File: src/rtl/sync_fifo_thr_pkg.sv
// Shared sizing helpers and default threshold values for the threshold FIFO family.
package sync_fifo_thr_pkg;

  function automatic int unsigned depth_of(input int unsigned addr_width);
    return 32'd1 << addr_width;
  endfunction

  // Default almost-full sits two words below capacity
  function automatic int unsigned afull_default(input int unsigned addr_width);
    return depth_of(addr_width) - 32'd2;
  endfunction

  localparam int unsigned AEMPTY_DEFAULT = 1;

endpackage

File: src/rtl/fifo_mem_2p.sv
// Register-array storage: synchronous write port, asynchronous read port, no reset.
module fifo_mem_2p
  import sync_fifo_thr_pkg::*;
#(
  parameter int DATA_WIDTH = 8,
  parameter int ADDR_WIDTH = 3
) (
  input  logic                  i_CLK,
  input  logic                  i_WE,
  input  logic [ADDR_WIDTH-1:0] i_WADDR,
  input  logic [DATA_WIDTH-1:0] i_WDATA,
  input  logic [ADDR_WIDTH-1:0] i_RADDR,
  output logic [DATA_WIDTH-1:0] o_RDATA
);

  localparam int DEPTH = int'(depth_of(ADDR_WIDTH));

  logic [DATA_WIDTH-1:0] r_mem [DEPTH];

  always_ff @(posedge i_CLK) begin
    if (i_WE) r_mem[i_WADDR] <= i_WDATA;
  end

  assign o_RDATA = r_mem[i_RADDR];

endmodule

File: src/rtl/sync_fifo_thr.sv
// Single-clock FIFO with occupancy count, programmable almost-full/empty thresholds,
// optional first-word-fall-through read, sticky error flags and synchronous flush.
module sync_fifo_thr
  import sync_fifo_thr_pkg::*;
#(
  parameter int DATA_WIDTH = 8,
  parameter int ADDR_WIDTH = 3,
  parameter int FWFT       = 0
) (
  input  logic                  i_CLK,
  input  logic                  i_RST,
  input  logic                  i_W_INC,
  input  logic [DATA_WIDTH-1:0] i_WR_DATA,
  input  logic                  i_R_INC,
  input  logic                  i_FLUSH,
  input  logic                  i_CLR_ERR,
  input  logic [ADDR_WIDTH:0]   i_AFULL_TH,
  input  logic [ADDR_WIDTH:0]   i_AEMPTY_TH,
  output logic [DATA_WIDTH-1:0] o_RD_DATA,
  output logic                  o_FULL,
  output logic                  o_EMPTY,
  output logic                  o_ALMOST_FULL,
  output logic                  o_ALMOST_EMPTY,
  output logic [ADDR_WIDTH:0]   o_COUNT,
  output logic                  o_OVERFLOW,
  output logic                  o_UNDERFLOW
);

  localparam logic [ADDR_WIDTH:0] DEPTH_C = (ADDR_WIDTH+1)'(depth_of(ADDR_WIDTH));

  logic [ADDR_WIDTH-1:0] r_wr_ptr, r_rd_ptr;
  logic [ADDR_WIDTH:0]   r_count;
  logic                  r_full, r_empty, r_ovf, r_unf;
  logic [DATA_WIDTH-1:0] r_rd_data;

  logic [DATA_WIDTH-1:0] w_mem_rd;
  logic [ADDR_WIDTH:0]   w_count_nxt;
  logic                  w_rd_ok, w_wr_ok, w_ovf_set, w_unf_set, w_rd_load;

  // Flush suppresses both ports; the reset term keeps a clock edge during reset from writing storage
  assign w_rd_ok   = i_R_INC & ~r_empty & ~i_FLUSH;
  assign w_wr_ok   = i_W_INC & (~r_full | w_rd_ok) & ~i_FLUSH & ~i_RST;
  assign w_ovf_set = i_W_INC & ~i_FLUSH & ~(~r_full | w_rd_ok);
  assign w_unf_set = i_R_INC & ~i_FLUSH & r_empty;

  assign w_count_nxt = r_count + {{ADDR_WIDTH{1'b0}}, w_wr_ok} - {{ADDR_WIDTH{1'b0}}, w_rd_ok};

  fifo_mem_2p #(
    .DATA_WIDTH(DATA_WIDTH),
    .ADDR_WIDTH(ADDR_WIDTH)
  ) u_mem (
    .i_CLK  (i_CLK),
    .i_WE   (w_wr_ok),
    .i_WADDR(r_wr_ptr),
    .i_WDATA(i_WR_DATA),
    .i_RADDR(r_rd_ptr),
    .o_RDATA(w_mem_rd)
  );

  always_ff @(posedge i_CLK or posedge i_RST) begin
    if (i_RST) begin
      r_wr_ptr <= '0;
      r_rd_ptr <= '0;
      r_count  <= '0;
      r_full   <= 1'b0;
      r_empty  <= 1'b1;
    end else if (i_FLUSH) begin
      r_wr_ptr <= '0;
      r_rd_ptr <= '0;
      r_count  <= '0;
      r_full   <= 1'b0;
      r_empty  <= 1'b1;
    end else begin
      if (w_wr_ok) r_wr_ptr <= r_wr_ptr + 1'b1;
      if (w_rd_ok) r_rd_ptr <= r_rd_ptr + 1'b1;
      r_count <= w_count_nxt;
      r_full  <= (w_count_nxt == DEPTH_C);
      r_empty <= (w_count_nxt == '0);
    end
  end

  always_ff @(posedge i_CLK or posedge i_RST) begin
    if (i_RST) begin
      r_ovf <= 1'b0;
      r_unf <= 1'b0;
    end else begin
      r_ovf <= w_ovf_set | (r_ovf & ~i_CLR_ERR);
      r_unf <= w_unf_set | (r_unf & ~i_CLR_ERR);
    end
  end

  // FWFT keeps a shadow of the visible head so the output holds once the FIFO drains
  assign w_rd_load = (FWFT == 0) ? w_rd_ok : ~r_empty;

  always_ff @(posedge i_CLK or posedge i_RST) begin
    if (i_RST)          r_rd_data <= '0;
    else if (w_rd_load) r_rd_data <= w_mem_rd;
  end

  assign o_RD_DATA      = ((FWFT != 0) && !r_empty) ? w_mem_rd : r_rd_data;
  assign o_FULL         = r_full;
  assign o_EMPTY        = r_empty;
  assign o_COUNT        = r_count;
  assign o_ALMOST_FULL  = (r_count >= i_AFULL_TH);
  assign o_ALMOST_EMPTY = (r_count <= i_AEMPTY_TH);
  assign o_OVERFLOW     = r_ovf;
  assign o_UNDERFLOW    = r_unf;

endmodule

File: config.mk
export PLATFORM = sky130hd
export DESIGN_NAME = sync_fifo_thr
export DESIGN_NICKNAME = d
export VERILOG_FILES = /design/src/rtl/sync_fifo_thr_pkg.sv /design/src/rtl/fifo_mem_2p.sv /design/src/rtl/sync_fifo_thr.sv
export SDC_FILE = /design/constraint.sdc
export NUM_CORES = 1
export LEC_CHECK = 0
export ABC_AREA = 1
export BUFFER_PORTS_ARGS = -buffer_cell sky130_fd_sc_hd__buf_2
export CAP_MARGIN = 20
export CORE_ASPECT_RATIO = 1.25
export CORE_MARGIN = 1
export CORE_UTILIZATION = 55
export DETAILED_ROUTE_END_ITERATION = 8
export PLACE_DENSITY_LB_ADDON = 0.08
export SLEW_MARGIN = 40
export SYNTH_ARGS = -nofsm -noshare
export SYNTH_HDL_FRONTEND = slang
export SYNTH_SLANG_ARGS = --single-unit
File: constraint.sdc
create_clock -name i_CLK -period 2.85 [get_ports i_CLK]
set_input_delay 0.285 -clock i_CLK [delete_from_list [all_inputs] [get_ports i_CLK]]
set_output_delay 0.285 -clock i_CLK [all_outputs]
set_load 0.02 [all_outputs]
==> results.sh <==
export IMPL_outcome="complete, no violations"
export IMPL_avgSynthCellArea_um2=9.92
export IMPL_antenna_found_initial=0
export IMPL_drive_above_1_share=0.172
export IMPL_grt_pass1_wl_um=13500
export IMPL_power_total_mw=3.34
export IMPL_tritoncts="yes"
export IMPL_grt_pass1_vias=2740
export IMPL_tightest_slew_ps=602
export IMPL_core_area_um2=7020
export IMPL_dr_max_layer_used="met4"
export IMPL_r2r_start="o_EMPTY"
export IMPL_wl_met2_um=4250
export IMPL_fin_cells=550
export IMPL_worstPathMaxFanout=10
export IMPL_htreeDepth=3
export IMPL_synth_cell_types=27
export IMPL_wl_met1_um=3410
export IMPL_die_h_um=97.4
export IMPL_via_per_inst=5.03
export IMPL_final_seq_area_um2=2470
export IMPL_reg2regPathDepth=11
export IMPL_fin_area_um2=4550
export IMPL_critPathCaptureType="register"
export IMPL_holdPathStages=2
export IMPL_fmax_mhz=411
export IMPL_cts_sinks=86
export IMPL_syn_to_final_growth_pct=13.5
export IMPL_layout_nets=492
export IMPL_drtAntennaViolNets=0
export IMPL_portBuffers=39
export IMPL_layout_commonest_cell="nand2_1"
export IMPL_multi_input_area_um2=1140
export IMPL_place_hpwl_um=5520
export IMPL_max_slew_margin_rel=0.598
export IMPL_p_leak_nw=2.18
export IMPL_yosys_warnings=0
export IMPL_firstDrtPassIters=4
export IMPL_die_w_um=78.4
export IMPL_grt_ovfl_total=0
export IMPL_dp_cells=533
export IMPL_crit_type="reg -> reg"
export IMPL_pin_count=40
export IMPL_dr_wl_met3_um=308
export IMPL_clock_latency_ps=340
export IMPL_ys_seq_area_frac=0.617
export IMPL_rows=34
export IMPL_initialDrtViolationCount=142
export IMPL_cts_buffers=9
export IMPL_rr_endpoint="o_EMPTY"
export IMPL_synth_seq_cells=86
export IMPL_clk_pin_slew_ps=90
export IMPL_synth_cell_area_um2=4010
export IMPL_die_area_um2=7630
export IMPL_finClkSkew_ps=12.2
export IMPL_worstPathRequired_ps=3120
export IMPL_cp_start_kind="register"
export IMPL_hold_start="i_FLUSH"
export IMPL_gp_congestion=0.798
export IMPL_rsz0062_at_grt="no"
export IMPL_hold_end="o_COUNT[1]"
export IMPL_r2r_slack_ps=420
export IMPL_final_cell_mix="nand2_1 (115), inv_1 (73), edfxtp_1 (64), nand3_1 (58), buf_2 (39)"
export IMPL_track_usage=0.243
export IMPL_root_buffer="clkbuf_8"
export IMPL_initial_utilization=0.571
export IMPL_num_antenna_cells=0
export IMPL_setup_viol=0
export IMPL_grt_max_degree=35
export IMPL_maxSlewViolCount=0
export IMPL_cp_arrival_ps=2710
export IMPL_placed_area_um2=4320
export IMPL_min_period_ps=2430
export IMPL_final_min_period_over_clock_period=0.854
export IMPL_post_cts_resized=0
export IMPL_p_per_area_nw_per_um2=735
export IMPL_routed_wl_um=8270
export IMPL_synth_fp_nets=441
export IMPL_finalHoldViolCount=0
export IMPL_vias=2764
export IMPL_ir_drop_v=0.000369
export IMPL_wl_per_cell_um=15.0
export IMPL_tns_ps=0
export IMPL_netlist_instances=404
export IMPL_fill_cells=598
export IMPL_clockBufferDepth=2
export IMPL_cap_violations=0
export IMPL_hold_path_class="in -> reg"
export IMPL_drc_errors=0
## per-layer routing
metal,global-route usage,vias up
met2,0.393,77
met4,0.144,0
met5,0,-
li1,-,1398
met1,0.305,1269
met3,0.0423,20
## where the power goes
group / switching, mW / internal, mW
Sequential: 0.0839 / 1.46
Combinational: 0.559 / 0.281
Clock: 0.452 / 0.505
## logic make-up after synthesis
family	count (synthesis)	share of synthesized area
fa+ha+maj	15	0.0487
simple gates	195	0.213
compound gates	15	0.0197
xor+xnor	2	0.00437
buf+inv	91	0.0974
flops	86	0.617
## timing repair
| item | in CTS | in global routing |
|---|---|---|
| buffers inserted | 0 | 0 |
| hold buffers | 0 | 1 |
| hold endpoints to repair | 0 | 9 |
## flip-flops by register name, indices dropped and copies added (netlist names)
register	count
o_OVERFLOW	1
o_UNDERFLOW	1
r_wr_ptr	3
o_RD_DATA	8
r_rd_ptr	3
u_mem.r_mem	64
o_EMPTY	1
o_FULL	1
o_COUNT	4
## final cells by class
type / count / share of cell area
well taps: 90 / 0.0248
flip-flops and latches: 86 / 0.544
clock inverters: 7 / 0.0220
multi-input cells: 227 / 0.251
clock buffers: 9 / 0.0272
repair buffers: 53 / 0.0666
inverters: 78 / 0.0644
## worst max-delay path: stages, from the launching register on
cell and delay [ps]:
dfstp_2 380, inv_1 80, nand3_2 210, nand2_4 150
nand2_4 90, ha_1 280, inv_1 50, ha_1 210
fa_1 390, xnor2_1 200, nand3_1 120, o21ai_0 190
## cells in the mapped netlist, drive strengths merged
cell type	n	area, µm²
o21ai	9	45.0
xor2	1	8.76
edfxtp	64	1920
fa	1	20.0
nand3	59	300
xnor2	1	8.76
nor3	5	25.0
nand4	1	6.26
nor2	11	48.8
dfrtp	21	526
inv	77	289
dfstp	1	26.3
clkinv	1	3.75
a21oi	4	20.0
o22ai	1	6.26
buf	13	97.6
nand2	119	472
o211ai	1	7.51
ha	14	175
## metrics by stage
step / utilization / worst slack, ps / hold slack [ps]
after floorplan: - / 445 / 273
after global placement: 0.615 / 338 / 463
after detailed placement: 0.615 / 249 / 462
after CTS: 0.647 / 422 / 114
after global routing: 0.648 / 295 / 114
final: 0.648 / 416 / 130
## worst max-delay path by stage
stage / start / to / slack [ps] / depth (start not counted)
after CTS: o_EMPTY / o_EMPTY / 420 / 11
final: o_EMPTY / o_EMPTY / 420 / 11
after global placement: i_FLUSH / o_EMPTY / 340 / 12
after global routing: o_EMPTY / o_EMPTY / 290 / 11
after floorplan: o_EMPTY / o_EMPTY / 450 / 11
after detailed placement: i_FLUSH / o_EMPTY / 250 / 12
Power figures use the tool's default switching activity.
